## src/rtl/core_pkg.sv

```systemverilog
// core_pkg: control-word types, writeback/load-width encodings and the
// pipeline bubble shared by the ID/EX and EX/MEM registers.
package core_pkg;
    typedef enum logic [1:0] {
        WB_ALU  = 2'b00,
        WB_CMP  = 2'b01,
        WB_PC4  = 2'b10,
        WB_LOAD = 2'b11
    } wb_type_e;
    typedef enum logic [1:0] {
        EXT_BYTE = 2'b00,
        EXT_HALF = 2'b01,
        EXT_WORD = 2'b10
    } dram_ext_e;
    typedef struct packed {
        logic      we_reg;
        logic      rd2_imm_sel;
        logic      rd1_pc_sel;
        logic      unsigned_sel;
        logic      we_dram;
        logic      is_load;
        logic [3:0] alu_sel;
        logic [1:0] comp_sel;
        wb_type_e  wb_type;
        dram_ext_e dram_extend;
    } ctrl_t;
    localparam ctrl_t CTRL_BUBBLE = '{
        we_reg: 1'b0, rd2_imm_sel: 1'b0, rd1_pc_sel: 1'b0, unsigned_sel: 1'b0,
        we_dram: 1'b0, is_load: 1'b0, alu_sel: 4'd0, comp_sel: 2'd0,
        wb_type: WB_ALU, dram_extend: EXT_WORD
    };
endpackage

```

## src/rtl/id_ex_stage_if.sv

```systemverilog
// id_ex_stage_if: decode-side fields in, execute-side fields and hazard status out.
interface id_ex_stage_if #(parameter int XLEN = 32, parameter int CNT_W = 16);
    logic            id_valid, ex_valid;
    logic [XLEN-1:0] id_pc, id_rd1, id_rd2, id_imm;
    logic [XLEN-1:0] ex_pc, ex_rd1, ex_rd2, ex_imm;
    logic [4:0]      id_rs1, id_rs2, id_rd, ex_rs1, ex_rs2, ex_rd;
    logic            id_use_rs1, id_use_rs2, ex_use_rs1, ex_use_rs2;
    logic            id_we_reg, id_rd2_imm_sel, id_rd1_pc_sel, id_unsigned_sel, id_we_dram, id_is_load;
    logic            ex_we_reg, ex_rd2_imm_sel, ex_rd1_pc_sel, ex_unsigned_sel, ex_we_dram, ex_is_load;
    logic [3:0]      id_alu_sel, ex_alu_sel;
    logic [1:0]      id_comp_sel, id_wb_type, id_dram_extend;
    logic [1:0]      ex_comp_sel, ex_wb_type, ex_dram_extend;
    logic            ex_flush, stall;
    logic [CNT_W-1:0] stall_cnt, flush_cnt;
    modport master (
        output id_valid, id_pc, id_rd1, id_rd2, id_imm, id_rs1, id_rs2, id_rd, id_use_rs1, id_use_rs2,
               id_we_reg, id_rd2_imm_sel, id_rd1_pc_sel, id_unsigned_sel, id_we_dram, id_is_load,
               id_alu_sel, id_comp_sel, id_wb_type, id_dram_extend, ex_flush,
        input  ex_valid, ex_pc, ex_rd1, ex_rd2, ex_imm, ex_rs1, ex_rs2, ex_rd, ex_use_rs1, ex_use_rs2,
               ex_we_reg, ex_rd2_imm_sel, ex_rd1_pc_sel, ex_unsigned_sel, ex_we_dram, ex_is_load,
               ex_alu_sel, ex_comp_sel, ex_wb_type, ex_dram_extend, stall, stall_cnt, flush_cnt
    );
    modport slave (
        input  id_valid, id_pc, id_rd1, id_rd2, id_imm, id_rs1, id_rs2, id_rd, id_use_rs1, id_use_rs2,
               id_we_reg, id_rd2_imm_sel, id_rd1_pc_sel, id_unsigned_sel, id_we_dram, id_is_load,
               id_alu_sel, id_comp_sel, id_wb_type, id_dram_extend, ex_flush,
        output ex_valid, ex_pc, ex_rd1, ex_rd2, ex_imm, ex_rs1, ex_rs2, ex_rd, ex_use_rs1, ex_use_rs2,
               ex_we_reg, ex_rd2_imm_sel, ex_rd1_pc_sel, ex_unsigned_sel, ex_we_dram, ex_is_load,
               ex_alu_sel, ex_comp_sel, ex_wb_type, ex_dram_extend, stall, stall_cnt, flush_cnt
    );
endinterface

```

## src/rtl/id_ex_stage_load_use_detect.sv

```systemverilog
// load_use_detect: flags an ID instruction that reads the register a load in EX is still fetching.
module load_use_detect (
    input  logic       id_valid_i,
    input  logic [4:0] id_rs1_i,
    input  logic [4:0] id_rs2_i,
    input  logic       id_use_rs1_i,
    input  logic       id_use_rs2_i,
    input  logic       ex_valid_i,
    input  logic       ex_is_load_i,
    input  logic [4:0] ex_rd_i,
    output logic       hazard_o
);
    assign hazard_o = id_valid_i & ex_valid_i & ex_is_load_i & (ex_rd_i != 5'd0) &
                      ((id_use_rs1_i & (id_rs1_i == ex_rd_i)) | (id_use_rs2_i & (id_rs2_i == ex_rd_i)));
endmodule

```

## src/rtl/id_ex_stage.sv

```systemverilog
// id_ex_stage: ID/EX pipeline register with load-use stall, EX redirect flush
// and saturating stall/flush event counters.
module id_ex_stage
    import core_pkg::*;
#(
    parameter int XLEN  = 32,
    parameter int CNT_W = 16
) (
    input logic          clk,
    input logic          rst_n,
    id_ex_stage_if.slave bus
);
    typedef struct packed {
        logic            valid;
        logic [XLEN-1:0] pc, rd1, rd2, imm;
        logic [4:0]      rs1, rs2, rd;
        logic            use_rs1, use_rs2;
        ctrl_t           ctrl;
    } stage_t;
    stage_t stage_d, stage_q;
    logic [CNT_W-1:0] stall_cnt_d, stall_cnt_q, flush_cnt_d, flush_cnt_q;
    logic hazard;
    load_use_detect u_lud (
        .id_valid_i   (bus.id_valid),
        .id_rs1_i     (bus.id_rs1),
        .id_rs2_i     (bus.id_rs2),
        .id_use_rs1_i (bus.id_use_rs1),
        .id_use_rs2_i (bus.id_use_rs2),
        .ex_valid_i   (stage_q.valid),
        .ex_is_load_i (stage_q.ctrl.is_load),
        .ex_rd_i      (stage_q.rd),
        .hazard_o     (hazard)
    );
    assign bus.stall = hazard & ~bus.ex_flush;
    // Flush, hazard and an empty ID slot all collapse to the same bubble.
    always_comb begin
        stage_d      = '0;
        stage_d.ctrl = CTRL_BUBBLE;
        if (!(bus.ex_flush | hazard | ~bus.id_valid))
            stage_d = '{valid: 1'b1, pc: bus.id_pc, rd1: bus.id_rd1, rd2: bus.id_rd2, imm: bus.id_imm,
                        rs1: bus.id_rs1, rs2: bus.id_rs2, rd: bus.id_rd,
                        use_rs1: bus.id_use_rs1, use_rs2: bus.id_use_rs2,
                        ctrl: '{we_reg: bus.id_we_reg, rd2_imm_sel: bus.id_rd2_imm_sel,
                                rd1_pc_sel: bus.id_rd1_pc_sel, unsigned_sel: bus.id_unsigned_sel,
                                we_dram: bus.id_we_dram, is_load: bus.id_is_load,
                                alu_sel: bus.id_alu_sel, comp_sel: bus.id_comp_sel,
                                wb_type: wb_type_e'(bus.id_wb_type),
                                dram_extend: dram_ext_e'(bus.id_dram_extend)}};
        stall_cnt_d = (bus.stall & ~&stall_cnt_q) ? stall_cnt_q + CNT_W'(1) : stall_cnt_q;
        flush_cnt_d = (bus.ex_flush & ~&flush_cnt_q) ? flush_cnt_q + CNT_W'(1) : flush_cnt_q;
    end
    always_ff @(posedge clk or negedge rst_n) begin
        if (!rst_n) begin
            stage_q      <= '0;
            stage_q.ctrl <= CTRL_BUBBLE;
            stall_cnt_q  <= '0;
            flush_cnt_q  <= '0;
        end else begin
            stage_q     <= stage_d;
            stall_cnt_q <= stall_cnt_d;
            flush_cnt_q <= flush_cnt_d;
        end
    end
    assign bus.ex_valid        = stage_q.valid;
    assign bus.ex_pc           = stage_q.pc;
    assign bus.ex_rd1          = stage_q.rd1;
    assign bus.ex_rd2          = stage_q.rd2;
    assign bus.ex_imm          = stage_q.imm;
    assign bus.ex_rs1          = stage_q.rs1;
    assign bus.ex_rs2          = stage_q.rs2;
    assign bus.ex_rd           = stage_q.rd;
    assign bus.ex_use_rs1      = stage_q.use_rs1;
    assign bus.ex_use_rs2      = stage_q.use_rs2;
    assign bus.ex_we_reg       = stage_q.ctrl.we_reg;
    assign bus.ex_rd2_imm_sel  = stage_q.ctrl.rd2_imm_sel;
    assign bus.ex_rd1_pc_sel   = stage_q.ctrl.rd1_pc_sel;
    assign bus.ex_unsigned_sel = stage_q.ctrl.unsigned_sel;
    assign bus.ex_we_dram      = stage_q.ctrl.we_dram;
    assign bus.ex_is_load      = stage_q.ctrl.is_load;
    assign bus.ex_alu_sel      = stage_q.ctrl.alu_sel;
    assign bus.ex_comp_sel     = stage_q.ctrl.comp_sel;
    assign bus.ex_wb_type      = stage_q.ctrl.wb_type;
    assign bus.ex_dram_extend  = stage_q.ctrl.dram_extend;
    assign bus.stall_cnt       = stall_cnt_q;
    assign bus.flush_cnt       = flush_cnt_q;
endmodule

```

## src/flat_wrapper.sv

```systemverilog
// flat-port wrapper written by rule: the top's interface ports become plain ports
module id_ex_stage_flat import core_pkg::*;
#(
    parameter int XLEN  = 32,
    parameter int CNT_W = 16
)
  (clk, rst_n, bus_id_valid, bus_id_pc, bus_id_rd1, bus_id_rd2, bus_id_imm, bus_id_rs1, bus_id_rs2, bus_id_rd, bus_id_use_rs1, bus_id_use_rs2, bus_id_we_reg, bus_id_rd2_imm_sel, bus_id_rd1_pc_sel, bus_id_unsigned_sel, bus_id_we_dram, bus_id_is_load, bus_id_alu_sel, bus_id_comp_sel, bus_id_wb_type, bus_id_dram_extend, bus_ex_flush, bus_ex_valid, bus_ex_pc, bus_ex_rd1, bus_ex_rd2, bus_ex_imm, bus_ex_rs1, bus_ex_rs2, bus_ex_rd, bus_ex_use_rs1, bus_ex_use_rs2, bus_ex_we_reg, bus_ex_rd2_imm_sel, bus_ex_rd1_pc_sel, bus_ex_unsigned_sel, bus_ex_we_dram, bus_ex_is_load, bus_ex_alu_sel, bus_ex_comp_sel, bus_ex_wb_type, bus_ex_dram_extend, bus_stall, bus_stall_cnt, bus_flush_cnt);
  id_ex_stage_if #(.XLEN(XLEN), .CNT_W(CNT_W)) bus_i ();
  input logic clk;
  input logic rst_n;
  input wire logic [$bits(bus_i.id_valid)-1:0] bus_id_valid;
  input wire logic [$bits(bus_i.id_pc)-1:0] bus_id_pc;
  input wire logic [$bits(bus_i.id_rd1)-1:0] bus_id_rd1;
  input wire logic [$bits(bus_i.id_rd2)-1:0] bus_id_rd2;
  input wire logic [$bits(bus_i.id_imm)-1:0] bus_id_imm;
  input wire logic [$bits(bus_i.id_rs1)-1:0] bus_id_rs1;
  input wire logic [$bits(bus_i.id_rs2)-1:0] bus_id_rs2;
  input wire logic [$bits(bus_i.id_rd)-1:0] bus_id_rd;
  input wire logic [$bits(bus_i.id_use_rs1)-1:0] bus_id_use_rs1;
  input wire logic [$bits(bus_i.id_use_rs2)-1:0] bus_id_use_rs2;
  input wire logic [$bits(bus_i.id_we_reg)-1:0] bus_id_we_reg;
  input wire logic [$bits(bus_i.id_rd2_imm_sel)-1:0] bus_id_rd2_imm_sel;
  input wire logic [$bits(bus_i.id_rd1_pc_sel)-1:0] bus_id_rd1_pc_sel;
  input wire logic [$bits(bus_i.id_unsigned_sel)-1:0] bus_id_unsigned_sel;
  input wire logic [$bits(bus_i.id_we_dram)-1:0] bus_id_we_dram;
  input wire logic [$bits(bus_i.id_is_load)-1:0] bus_id_is_load;
  input wire logic [$bits(bus_i.id_alu_sel)-1:0] bus_id_alu_sel;
  input wire logic [$bits(bus_i.id_comp_sel)-1:0] bus_id_comp_sel;
  input wire logic [$bits(bus_i.id_wb_type)-1:0] bus_id_wb_type;
  input wire logic [$bits(bus_i.id_dram_extend)-1:0] bus_id_dram_extend;
  input wire logic [$bits(bus_i.ex_flush)-1:0] bus_ex_flush;
  output wire logic [$bits(bus_i.ex_valid)-1:0] bus_ex_valid;
  output wire logic [$bits(bus_i.ex_pc)-1:0] bus_ex_pc;
  output wire logic [$bits(bus_i.ex_rd1)-1:0] bus_ex_rd1;
  output wire logic [$bits(bus_i.ex_rd2)-1:0] bus_ex_rd2;
  output wire logic [$bits(bus_i.ex_imm)-1:0] bus_ex_imm;
  output wire logic [$bits(bus_i.ex_rs1)-1:0] bus_ex_rs1;
  output wire logic [$bits(bus_i.ex_rs2)-1:0] bus_ex_rs2;
  output wire logic [$bits(bus_i.ex_rd)-1:0] bus_ex_rd;
  output wire logic [$bits(bus_i.ex_use_rs1)-1:0] bus_ex_use_rs1;
  output wire logic [$bits(bus_i.ex_use_rs2)-1:0] bus_ex_use_rs2;
  output wire logic [$bits(bus_i.ex_we_reg)-1:0] bus_ex_we_reg;
  output wire logic [$bits(bus_i.ex_rd2_imm_sel)-1:0] bus_ex_rd2_imm_sel;
  output wire logic [$bits(bus_i.ex_rd1_pc_sel)-1:0] bus_ex_rd1_pc_sel;
  output wire logic [$bits(bus_i.ex_unsigned_sel)-1:0] bus_ex_unsigned_sel;
  output wire logic [$bits(bus_i.ex_we_dram)-1:0] bus_ex_we_dram;
  output wire logic [$bits(bus_i.ex_is_load)-1:0] bus_ex_is_load;
  output wire logic [$bits(bus_i.ex_alu_sel)-1:0] bus_ex_alu_sel;
  output wire logic [$bits(bus_i.ex_comp_sel)-1:0] bus_ex_comp_sel;
  output wire logic [$bits(bus_i.ex_wb_type)-1:0] bus_ex_wb_type;
  output wire logic [$bits(bus_i.ex_dram_extend)-1:0] bus_ex_dram_extend;
  output wire logic [$bits(bus_i.stall)-1:0] bus_stall;
  output wire logic [$bits(bus_i.stall_cnt)-1:0] bus_stall_cnt;
  output wire logic [$bits(bus_i.flush_cnt)-1:0] bus_flush_cnt;
  assign bus_i.id_valid = bus_id_valid;
  assign bus_i.id_pc = bus_id_pc;
  assign bus_i.id_rd1 = bus_id_rd1;
  assign bus_i.id_rd2 = bus_id_rd2;
  assign bus_i.id_imm = bus_id_imm;
  assign bus_i.id_rs1 = bus_id_rs1;
  assign bus_i.id_rs2 = bus_id_rs2;
  assign bus_i.id_rd = bus_id_rd;
  assign bus_i.id_use_rs1 = bus_id_use_rs1;
  assign bus_i.id_use_rs2 = bus_id_use_rs2;
  assign bus_i.id_we_reg = bus_id_we_reg;
  assign bus_i.id_rd2_imm_sel = bus_id_rd2_imm_sel;
  assign bus_i.id_rd1_pc_sel = bus_id_rd1_pc_sel;
  assign bus_i.id_unsigned_sel = bus_id_unsigned_sel;
  assign bus_i.id_we_dram = bus_id_we_dram;
  assign bus_i.id_is_load = bus_id_is_load;
  assign bus_i.id_alu_sel = bus_id_alu_sel;
  assign bus_i.id_comp_sel = bus_id_comp_sel;
  assign bus_i.id_wb_type = bus_id_wb_type;
  assign bus_i.id_dram_extend = bus_id_dram_extend;
  assign bus_i.ex_flush = bus_ex_flush;
  assign bus_ex_valid = bus_i.ex_valid;
  assign bus_ex_pc = bus_i.ex_pc;
  assign bus_ex_rd1 = bus_i.ex_rd1;
  assign bus_ex_rd2 = bus_i.ex_rd2;
  assign bus_ex_imm = bus_i.ex_imm;
  assign bus_ex_rs1 = bus_i.ex_rs1;
  assign bus_ex_rs2 = bus_i.ex_rs2;
  assign bus_ex_rd = bus_i.ex_rd;
  assign bus_ex_use_rs1 = bus_i.ex_use_rs1;
  assign bus_ex_use_rs2 = bus_i.ex_use_rs2;
  assign bus_ex_we_reg = bus_i.ex_we_reg;
  assign bus_ex_rd2_imm_sel = bus_i.ex_rd2_imm_sel;
  assign bus_ex_rd1_pc_sel = bus_i.ex_rd1_pc_sel;
  assign bus_ex_unsigned_sel = bus_i.ex_unsigned_sel;
  assign bus_ex_we_dram = bus_i.ex_we_dram;
  assign bus_ex_is_load = bus_i.ex_is_load;
  assign bus_ex_alu_sel = bus_i.ex_alu_sel;
  assign bus_ex_comp_sel = bus_i.ex_comp_sel;
  assign bus_ex_wb_type = bus_i.ex_wb_type;
  assign bus_ex_dram_extend = bus_i.ex_dram_extend;
  assign bus_stall = bus_i.stall;
  assign bus_stall_cnt = bus_i.stall_cnt;
  assign bus_flush_cnt = bus_i.flush_cnt;
  id_ex_stage #(.XLEN(XLEN), .CNT_W(CNT_W)) u_core (.clk(clk), .rst_n(rst_n), .bus(bus_i));
endmodule
```

## config.mk

```make
export PLATFORM = sky130hd
export DESIGN_NAME = id_ex_stage_flat
export DESIGN_NICKNAME = d
export VERILOG_FILES = /design/src/rtl/core_pkg.sv /design/src/rtl/id_ex_stage_if.sv /design/src/rtl/id_ex_stage_load_use_detect.sv /design/src/rtl/id_ex_stage.sv /design/src/flat_wrapper.sv
export SDC_FILE = /design/constraint.sdc
export NUM_CORES = 1
export LEC_CHECK = 0
export CORE_MARGIN = 5
export CORE_UTILIZATION = 40
export DETAILED_ROUTE_END_ITERATION = 10
export GPL_ROUTABILITY_DRIVEN = 1
export MAX_ROUTING_LAYER = met4
export PLACE_DENSITY_LB_ADDON = 0.1
export SYNTH_ARGS = -nofsm -noshare
export SYNTH_HDL_FRONTEND = slang
export SYNTH_SLANG_ARGS = --single-unit
```

## constraint.sdc

```tcl
create_clock -name clk -period 5.65 [get_ports clk]
set_input_delay 1.695 -clock clk [delete_from_list [all_inputs] [get_ports clk]]
set_output_delay 1.695 -clock clk [all_outputs]
set_load 0.05 [all_outputs]
```

==> qor.yml, run 1 <==
run_status:
  result_of_the_run: "completed"
global_route:
  grtUsageMet1_pct: 23.1
  met3_usage_pct: 9.88
  grt.overflow.total: 0
  grt_pass1_wl_mm: 32.5
  grt.busiest_layer: "met2"
  maximum_number_of_pins_on_one_net_before_global_route_repair: 123
  number_of_antenna_violations_at_the_first_check_in_global_routing: 1
  gr-usage-met2_pct: 36.8
  grt_util_all_layers_pct: 22.6
  first_global_vias: 5616
setup_path:
  critical_path_arrival_ns: 3.39
  setup.worst_path.start_class: "primary input"
  critical_path.max_fanout: 3
  worstSetupPathType: "in2out"
  timing.critical_path.to_type: "primary output"
  cp.required_ns: 3.95
clocking:
  cts_resized: 0
  clk_path_buf_depth: 2
  postCtsSetupRepairBufs: 0
  cts_tree: "yes"
  number_of_buffers_inserted_by_hold_repair_at_cts: 0
  total_clock_sinks: 194
  cts-htree-levels: 4
  cts-root-buf: "clkbuf_16"
  worst_setup_hold_path_clk_slew_ns: 0.07
  cts_inserted_buffers: 17
  clock_latency_ns: 0.42
timing:
  rsz0062_at_grt: "false"
  period_share_pct: 90.0
  max_slew.worst_pin.slew_ns: 0.971
  timing.final.hold_violations: 0
  fmax_ghz: 0.197
  fin_setup_tns_ns: 0
  final_max_slew_viol_count: 0
  slew_headroom_pct: 35.3
  timing.final.crit_period_ns: 5.08
  finalSetupViolCount: 0
  fin_skew_ns: 0.00835
route:
  route.detailed.vias_per_inst: 4.59
  drt-pass1-iter-count: 4
  drtIter0Drc: 217
  route.antenna.remaining_nets: 0
  drcViolationCount: 0
  wl_mm: 21.4
  routed_wire_length_per_instance_um: 19.3
  total_via_count_in_the_routed_design: 5076
synth:
  syn-cell-area_sq_mm: 0.00681
  synth_ff_type: "dfrtp_1"
  synthTopCellsByArea: "dfrtp_1 (71%), and2_1 (15%), xnor2_1 (2.6%)"
  synth_most_common_cell: "dfrtp_1"
  synth_warnings: 0
  synth_top_cells_by_count: "dfrtp_1 (193), and2_1 (160), xnor2_1 (20), nand2_1 (16)"
  yosysTopAreaCellShare_pct: 70.9
  synth-seq-area-share_pct: 71.3
  synth_largest_area_cell: "dfrtp_1"
  syn_nets: 673
  synth_cell_type_count: 34
  asyncSetResetFlopFracSynth_pct: 100
  syn_inst: 506
  post_synth.cell_area_avg_sq_um: 13.5
  synth-seq-cells: 194
  count_of_flip_flops_with_a_built_in_enable_after_synthesis: 0
cells_and_area:
  number_of_fill_cells: 1226
  area.growth.synth_to_final_pct: 65.6
  fraction_of_layout_instances_using_a_drive_strength_above_1_pct: 5.43
  final_core_util_pct: 67.8
  finish.net_count: 1038
  fin_cells: 1105
  final_design_area_no_fill_sq_mm: 0.0113
floorplanning:
  die-width_um: 140
  fp.coreArea_sq_mm: 0.0166
  fp.dieArea_sq_mm: 0.0197
  top_level_ports: 360
  effective_utilization_at_floorplan_pct: 40.9
  rows: 47
  chipHeight_um: 140
placed_design:
  port-buffer-count: 359
  place_inst: 1072
  routabilityCongestion: 0.887
  detailed_place_hpwl_mm: 16.7
  placed_area_sq_mm: 0.0106
job:
  maxCapViolations: 0
pwr:
  power_density_mw_per_mm2: 301
  static_leak_nw: 5.05
  totalPowerFinal_w: 0.00339
  power.ir.vdd_worst_mv: 0.200
worst_hold_path:
  min-delay-path-class: "reg2reg"
power by group:
group,switching [W],internal (W)
Sequential,0.0000498,0.00146
Clock,0.000508,0.000753
Combinational,0.000368,0.000259
final cells by class:
class | count | area (sq um) | area share [%]
diodes | 1 | 2.50 | 0.0222
well taps | 220 | 275 | 2.44
clock buffers | 19 | 443 | 3.93
multi-input cells | 289 | 1850 | 16.4
repair buffers | 365 | 3650 | 32.4
flip-flops and latches | 194 | 4860 | 43.1
inverters | 4 | 15.0 | 0.133
clock inverters | 13 | 184 | 1.63
cell families after synthesis:
kind of cell / count (synthesis) / synth area share (%)
buffers and inverters: 23 / 1.54
DFF: 194 / 71.3
adders and majority gates: 2 / 0.367
and+or+nand+nor: 239 / 20.8
muxes: 5 / 0.827
AOI/OAI and AO/OA: 9 / 0.772
xor gates and xnor gates: 34 / 4.37
per-stage QoR:
stage               worst slack [ns]  hold slack [ns]
global placement               0.584            0.480
CTS                            0.583            0.513
detailed placement             0.594            0.503
finish                         0.567            0.507
floorplan                      0.707            0.795
global route                   0.471            0.532
worst max-delay path: stages:
cell and delay (ns):
clkdlybuf4s50_1 0.50, xnor2_1 0.13, nand4_1 0.15, o22ai_1 0.28, nor2b_1 0.22, nor2b_1 0.24, buf_12 0.17
cell usage in the layout, fill, tap and decap left out, types with 2 or more instances in the layout:
master,n
dfrtp_1,193
clkdlybuf4s50_1,357
xnor2_1,20
clkinv_4,2
clkbuf_16,17
ha_1,2
nand2b_1,2
nor3_1,6
clkinvlp_4,3
and3_1,3
nor3b_1,2
buf_4,6
nor2_1,14
nor4_1,3
clkbuf_8,2
bufinv_16,4
xor2_1,14
nand4_1,11
a21oi_1,2
nand2_1,16
and2_1,160
nand3_1,13
nor2b_1,2
o21ai_0,4
inv_1,4
clkinv_2,3
mux2_2,5
layer usage:
| layer | vias to the layer above | wire, um | part of all wire, % |
|---|---|---|---|
| met2 | 238 | 10800 | 51 |
| met3 | 63 | 2150 | 10 |
| met5 | - | 0 | 0 |
| li1 | 2333 | - | - |
| met4 | 0 | 1050 | 4.9 |
| met1 | 2442 | 7320 | 34 |
path summary, 6_finish.rpt:
path	start	to	slack, ns	depth (start not counted)
worst min register to register	u_core.bus.flush_cnt[11]	u_core.bus.flush_cnt[11]	0.51	1
worst max register to register	u_core.bus.ex_rd[2]	u_core.bus.ex_imm[12]	3.00	7
min in group asynchronous	rst_n	u_core.bus.flush_cnt[10]	1.38	1
worst max-delay path	bus_id_rs1[3]	bus_stall	0.57	7
max in group asynchronous	rst_n	u_core.bus.stall_cnt[14]	3.15	2
worst min-delay path	u_core.bus.flush_cnt[11]	u_core.bus.flush_cnt[11]	0.51	1
Power figures use the tool's default switching activity.
==> run 2, diff against run 1 <==
MAX_ROUTING_LAYER = unset   (was met4)
REMOVE_ABC_BUFFERS = 1   (was unset)
==> qor.yml, run 2 (synthesis gave the netlist of run 1 again) <==
global_route:
  first_global_vias: 5575
  maximum_number_of_pins_on_one_net_before_global_route_repair: 118
  grt_util_all_layers_pct: 21.2
  number_of_antenna_violations_at_the_first_check_in_global_routing: 3
  grt.overflow.total: 0
  grt_pass1_wl_mm: 31.6
floorplanning:
  rows: 47
  top_level_ports: 360
  effective_utilization_at_floorplan_pct: 40.9
  chipHeight_um: 140
  die-width_um: 140
  fp.dieArea_sq_mm: 0.0197
  fp.coreArea_sq_mm: 0.0166
clocking:
  cts_inserted_buffers: 17
  cts_resized: 0
  number_of_buffers_inserted_by_hold_repair_at_cts: 0
  clock_latency_ns: 0.42
  cts_tree: "yes"
  cts-htree-levels: 4
  worst_setup_hold_path_clk_slew_ns: 0.06
  total_clock_sinks: 194
  postCtsSetupRepairBufs: 0
  clk_path_buf_depth: 2
  cts-root-buf: "clkbuf_16"
setup_path:
  r2r_slack_ns: 3.17
  cp-endpoint: "bus_stall"
  cp.required_ns: 3.95
  r2r_cells: 6
  timing.critical_path.to_type: "primary output"
  critical_path_arrival_ns: 3.63
  setup.worst_path.start_class: "primary input"
  critical_path.max_fanout: 5
  r2r_end: "u_core.bus.ex_rd1[16]"
  crit_path_start: "bus_id_rs2[1]"
  worstSetupPathType: "in2out"
  timing.rr.start: "u_core.bus.ex_rd[1]"
placed_design:
  placed_area_sq_mm: 0.0106
  routabilityCongestion: 0.886
  port-buffer-count: 359
  detailed_place_hpwl_mm: 16.3
route:
  route.detailed.vias_per_inst: 4.57
  drtIter0Drc: 205
  total_via_count_in_the_routed_design: 5043
  route.antenna.remaining_nets: 0
  drcViolationCount: 0
  drt-pass1-iter-count: 4
  routed_wire_length_per_instance_um: 18.9
  wl_mm: 20.8
timing:
  max_slew.worst_pin.slew_ns: 0.916
  timing.final.crit_period_ns: 5.32
  period_share_pct: 94.2
  fmax_ghz: 0.188
  final_max_slew_viol_count: 0
  finalSetupViolCount: 0
  timing.final.hold_violations: 0
  slew_headroom_pct: 39.0
  fin_skew_ns: 0.0132
  fin_setup_tns_ns: 0
  rsz0062_at_grt: "false"
cells_and_area:
  finish.net_count: 1036
  number_of_fill_cells: 1225
  commonest_cells_after_routing_fill_and_taps_aside: "clkdlybuf4s50_1 (357), dfrtp_1 (193), and2_1 (160)"
  fraction_of_layout_instances_using_a_drive_strength_above_1_pct: 4.78
  final_common_cell: "clkdlybuf4s50_1"
  final_design_area_no_fill_sq_mm: 0.0112
  area.growth.synth_to_final_pct: 64.9
job:
  maxCapViolations: 0
pwr:
  static_leak_nw: 5.01
  power.ir.vdd_worst_mv: 0.214
  totalPowerFinal_w: 0.00333
  power_density_mw_per_mm2: 297
worst_hold_path:
  min-delay-path-class: "reg2reg"
run_status:
  result_of_the_run: "completed"
run 2: cell types whose count changed in the layout (fill, tap and decap cells not counted), sizes merged:
cell / previous run / this run
bufinv: 4 / 3
clkinv: 5 / 0
clkinvlp: 3 / 4
clkbuf: 20 / 22
diode: 1 / 4
buf: 7 / 5
run 2: final cells by class:
cell class / instances / area, sq um / share of cell area [%]
Antenna cell: 4 / 10.0 / 0.0891
Clock buffer: 21 / 460 / 4.10
Clock inverter: 8 / 129 / 1.15
Inverter: 4 / 15.0 / 0.134
Multi-Input combinational cell: 289 / 1850 / 16.5
Sequential cell: 194 / 4860 / 43.2
Tap cell: 220 / 275 / 2.45
Timing Repair Buffer: 363 / 3640 / 32.4
run 2: how the worst min path moves through the flow:
| stage | slack [ns] | from | cells after the start | end |
|---|---|---|---|---|
| 2_1_floorplan | 0.79 | u_core.bus.flush_cnt[11] | 1 | u_core.bus.flush_cnt[11] |
| 3_3_place_gp | 0.49 | u_core.bus.flush_cnt[11] | 1 | u_core.bus.flush_cnt[11] |
| 3_5_place_dp | 0.50 | u_core.bus.flush_cnt[15] | 1 | u_core.bus.flush_cnt[15] |
| 4_1_cts | 0.51 | u_core.bus.flush_cnt[15] | 1 | u_core.bus.flush_cnt[15] |
| 5_1_grt | 0.54 | u_core.bus.stall_cnt[8] | 1 | u_core.bus.stall_cnt[8] |
| 6_report | 0.51 | u_core.bus.flush_cnt[15] | 1 | u_core.bus.flush_cnt[15] |
run 2: through the flow:
step	std cells	hold slack [ns]	setup WS, ns	util [%]
6_report	1103	0.506	0.325	67.5
5_1_grt	1102	0.537	0.153	67.5
4_1_cts	1099	0.511	0.321	67.4
3_5_place_dp	1070	0.499	0.323	63.9
3_3_place_gp	1070	0.491	0.336	63.9
2_1_floorplan	487	0.795	0.707	-
run 2: power by group:
part	total [W]	internal (W)	switching [W]
Combinational	0.000632	0.000259	0.000373
Clock	0.00120	0.000714	0.000484
Sequential	0.00150	0.00146	0.0000443
Total	0.00333	0.00243	0.000902
run 2: critical path, stage by stage:
cell and delay, ns:
clkdlybuf4s50_1 0.48, xnor2_1 0.13, nand4_1 0.12, o22ai_1 0.32, nor2b_1 0.42, nor2b_1 0.29, buf_12 0.17
run 2: layer usage:
| layer | up-vias | wire, um | track usage (%) |
|---|---|---|---|
| met3 | 42 | 2320 | 11.3 |
| li1 | 2331 | - | - |
| met5 | - | 34 | 1.25 |
| met2 | 228 | 10900 | 36.5 |
| met4 | 2 | 774 | 9.69 |
| met1 | 2440 | 6790 | 20.8 |
==> run 3, diff against run 2 <==
RECOVER_POWER = 25   (was unset)
==> qor.yml, run 3 (synthesis gave the netlist of run 1 again) <==
setup_path:
  timing.rr.start: "u_core.bus.ex_rd[1]"
  timing.critical_path.to_type: "primary output"
  cpMaxStageDelayCell: "clkdlybuf4s50_1"
  cp.required_ns: 3.95
  crit_path_max_incr_delay_ns: 0.48
  critical_path.max_fanout: 5
  timing.critical_path.mode_cell: "nor2b_1"
  critical_path_arrival_ns: 3.62
  setup.worst_path.start_class: "primary input"
  crit_path_start: "bus_id_rs2[1]"
  crit_path_cell_trace: "clkdlybuf4s50_1 -> xnor2_1 -> nand4_1 -> o22ai_1 -> nor2b_1 -> nor2b_1 -> buf_12"
  crit_family: "simple AND/OR/NAND/NOR gates"
  worstSetupPathType: "in2out"
  worst-path-buf-inv: 2
cells_and_area:
  fraction_of_layout_instances_using_a_drive_strength_above_1_pct: 4.78
  finish.net_count: 1036
  commonest_cells_after_routing_fill_and_taps_aside: "clkdlybuf4s50_1 (356), dfrtp_1 (193), and2_1 (160)"
  final_common_cell: "clkdlybuf4s50_1"
  final_core_util_pct: 67.4
  area.growth.synth_to_final_pct: 64.7
  number_of_fill_cells: 1228
timing:
  finalSetupViolCount: 0
  max_slew.worst_pin.slew_ns: 2.83
  timing.final.hold_violations: 0
  fin_hold_ws_ns: 0.506
  period_share_pct: 94.2
  rsz0062_at_grt: "false"
  fin_setup_tns_ns: 0
  fin_skew_ns: 0.0132
  slew_headroom_pct: -88.9
  timing.final.crit_period_ns: 5.32
  fmax_ghz: 0.188
  final_max_slew_viol_count: 118
global_route:
  first_global_vias: 5575
  number_of_antenna_violations_at_the_first_check_in_global_routing: 3
  grt_util_all_layers_pct: 21.2
  grt_pass1_wl_mm: 31.6
  grt.overflow.total: 0
  maximum_number_of_pins_on_one_net_before_global_route_repair: 118
floorplanning:
  fp.coreArea_sq_mm: 0.0166
  effective_utilization_at_floorplan_pct: 40.9
  die-width_um: 140
  chipHeight_um: 140
  top_level_ports: 360
  rows: 47
  fp.dieArea_sq_mm: 0.0197
pwr:
  power_density_mw_per_mm2: 297
  static_leak_nw: 5.01
  totalPowerFinal_w: 0.00333
  power.ir.vdd_worst_mv: 0.212
route:
  route.antenna.remaining_nets: 0
  routed_wire_length_per_instance_um: 18.8
  wl_mm: 20.7
  drtIter0Drc: 215
  drcViolationCount: 0
  route.detailed.vias_per_inst: 4.58
  total_via_count_in_the_routed_design: 5048
  drt-pass1-iter-count: 5
worst_hold_path:
  min-delay-start: "u_core.bus.flush_cnt[15]"
  min-delay-path-class: "reg2reg"
clocking:
  cts_tree: "yes"
  clock_latency_ns: 0.42
  cts-htree-levels: 4
  cts-root-buf: "clkbuf_16"
  clk_path_buf_depth: 2
  number_of_buffers_inserted_by_hold_repair_at_cts: 0
  total_clock_sinks: 194
  cts_inserted_buffers: 17
  worst_setup_hold_path_clk_slew_ns: 0.06
  postCtsSetupRepairBufs: 0
  cts_resized: 0
placed_design:
  port-buffer-count: 359
  detailed_place_hpwl_mm: 16.3
  routabilityCongestion: 0.886
run_status:
  result_of_the_run: "complete, but fails checks"
  failing_checks: "capacitance limit, slew limit"
job:
  maxCapViolations: 1
==> run 3: cell types whose count changed in the layout (fill, tap and decap cells not counted), sizes merged <==
| cell | delta |
|---|---|
| buf | -1 |
| clkbuf | +1 |
| clkdlybuf4s50 | -1 |
| dlygate4sd3 | +1 |
==> run 3: path summary, 6_finish.rpt <==
check | end | slack (ns) | cells past startpoint
max in group asynchronous | u_core.bus.ex_rd2[28] | 1.31 | 2
worst min-delay path | u_core.bus.flush_cnt[15] | 0.51 | 1
min in group asynchronous | u_core.bus.ex_alu_sel[2] | 2.17 | 1
worst max register to register | u_core.bus.ex_imm[16] | 3.17 | 6
worst min register to register | u_core.bus.flush_cnt[15] | 0.51 | 1
worst max-delay path | bus_stall | 0.33 | 7
==> run 3: per-stage QoR <==
stage	instances	worst slack (ns)	cell area [sq um]
2_1_floorplan	487	0.707	6720
3_3_place_gp	1070	0.336	10600
3_5_place_dp	1070	0.323	10600
4_1_cts	1099	0.321	11200
5_1_grt	1102	0.154	11200
6_report	1103	0.330	11200
==> run 3: cell type report <==
cell class	count	area (sq um)	area share [%]
clock buffers	21	460	4.10
clock inverters	8	129	1.15
well taps	220	275	2.45
repair buffers	363	3630	32.3
inverters	4	15.0	0.134
multi-input cells	289	1850	16.5
flip-flops and latches	194	4860	43.3
diodes	4	10.0	0.0892
==> run 3: report_power, final <==
part / switching, W / internal [W] / leakage [nW] / total, W
combinational: 0.000373 / 0.000258 / 2.13 / 0.000631
clock: 0.000483 / 0.000714 / 0.274 / 0.00120
sequential: 0.0000443 / 0.00146 / 2.60 / 0.00150
==> run 3: worst reg2reg max path, delay by kind of cell (launching register included) <==
kind	cells	cell delay, ns
and+or+nand+nor	4	1.24
DFF	1	0.43
buffers and inverters	1	0.60
AOI/OAI and AO/OA	1	0.15
==> run 3: per-layer routing <==
| layer | track usage (%) | wire, um | up-vias |
|---|---|---|---|
| met5 | 1.25 | 34 | - |
| met4 | 9.69 | 761 | 2 |
| met2 | 36.5 | 10800 | 219 |
| met1 | 20.8 | 6840 | 2458 |
| met3 | 11.3 | 2270 | 39 |
| li1 | - | - | 2330 |
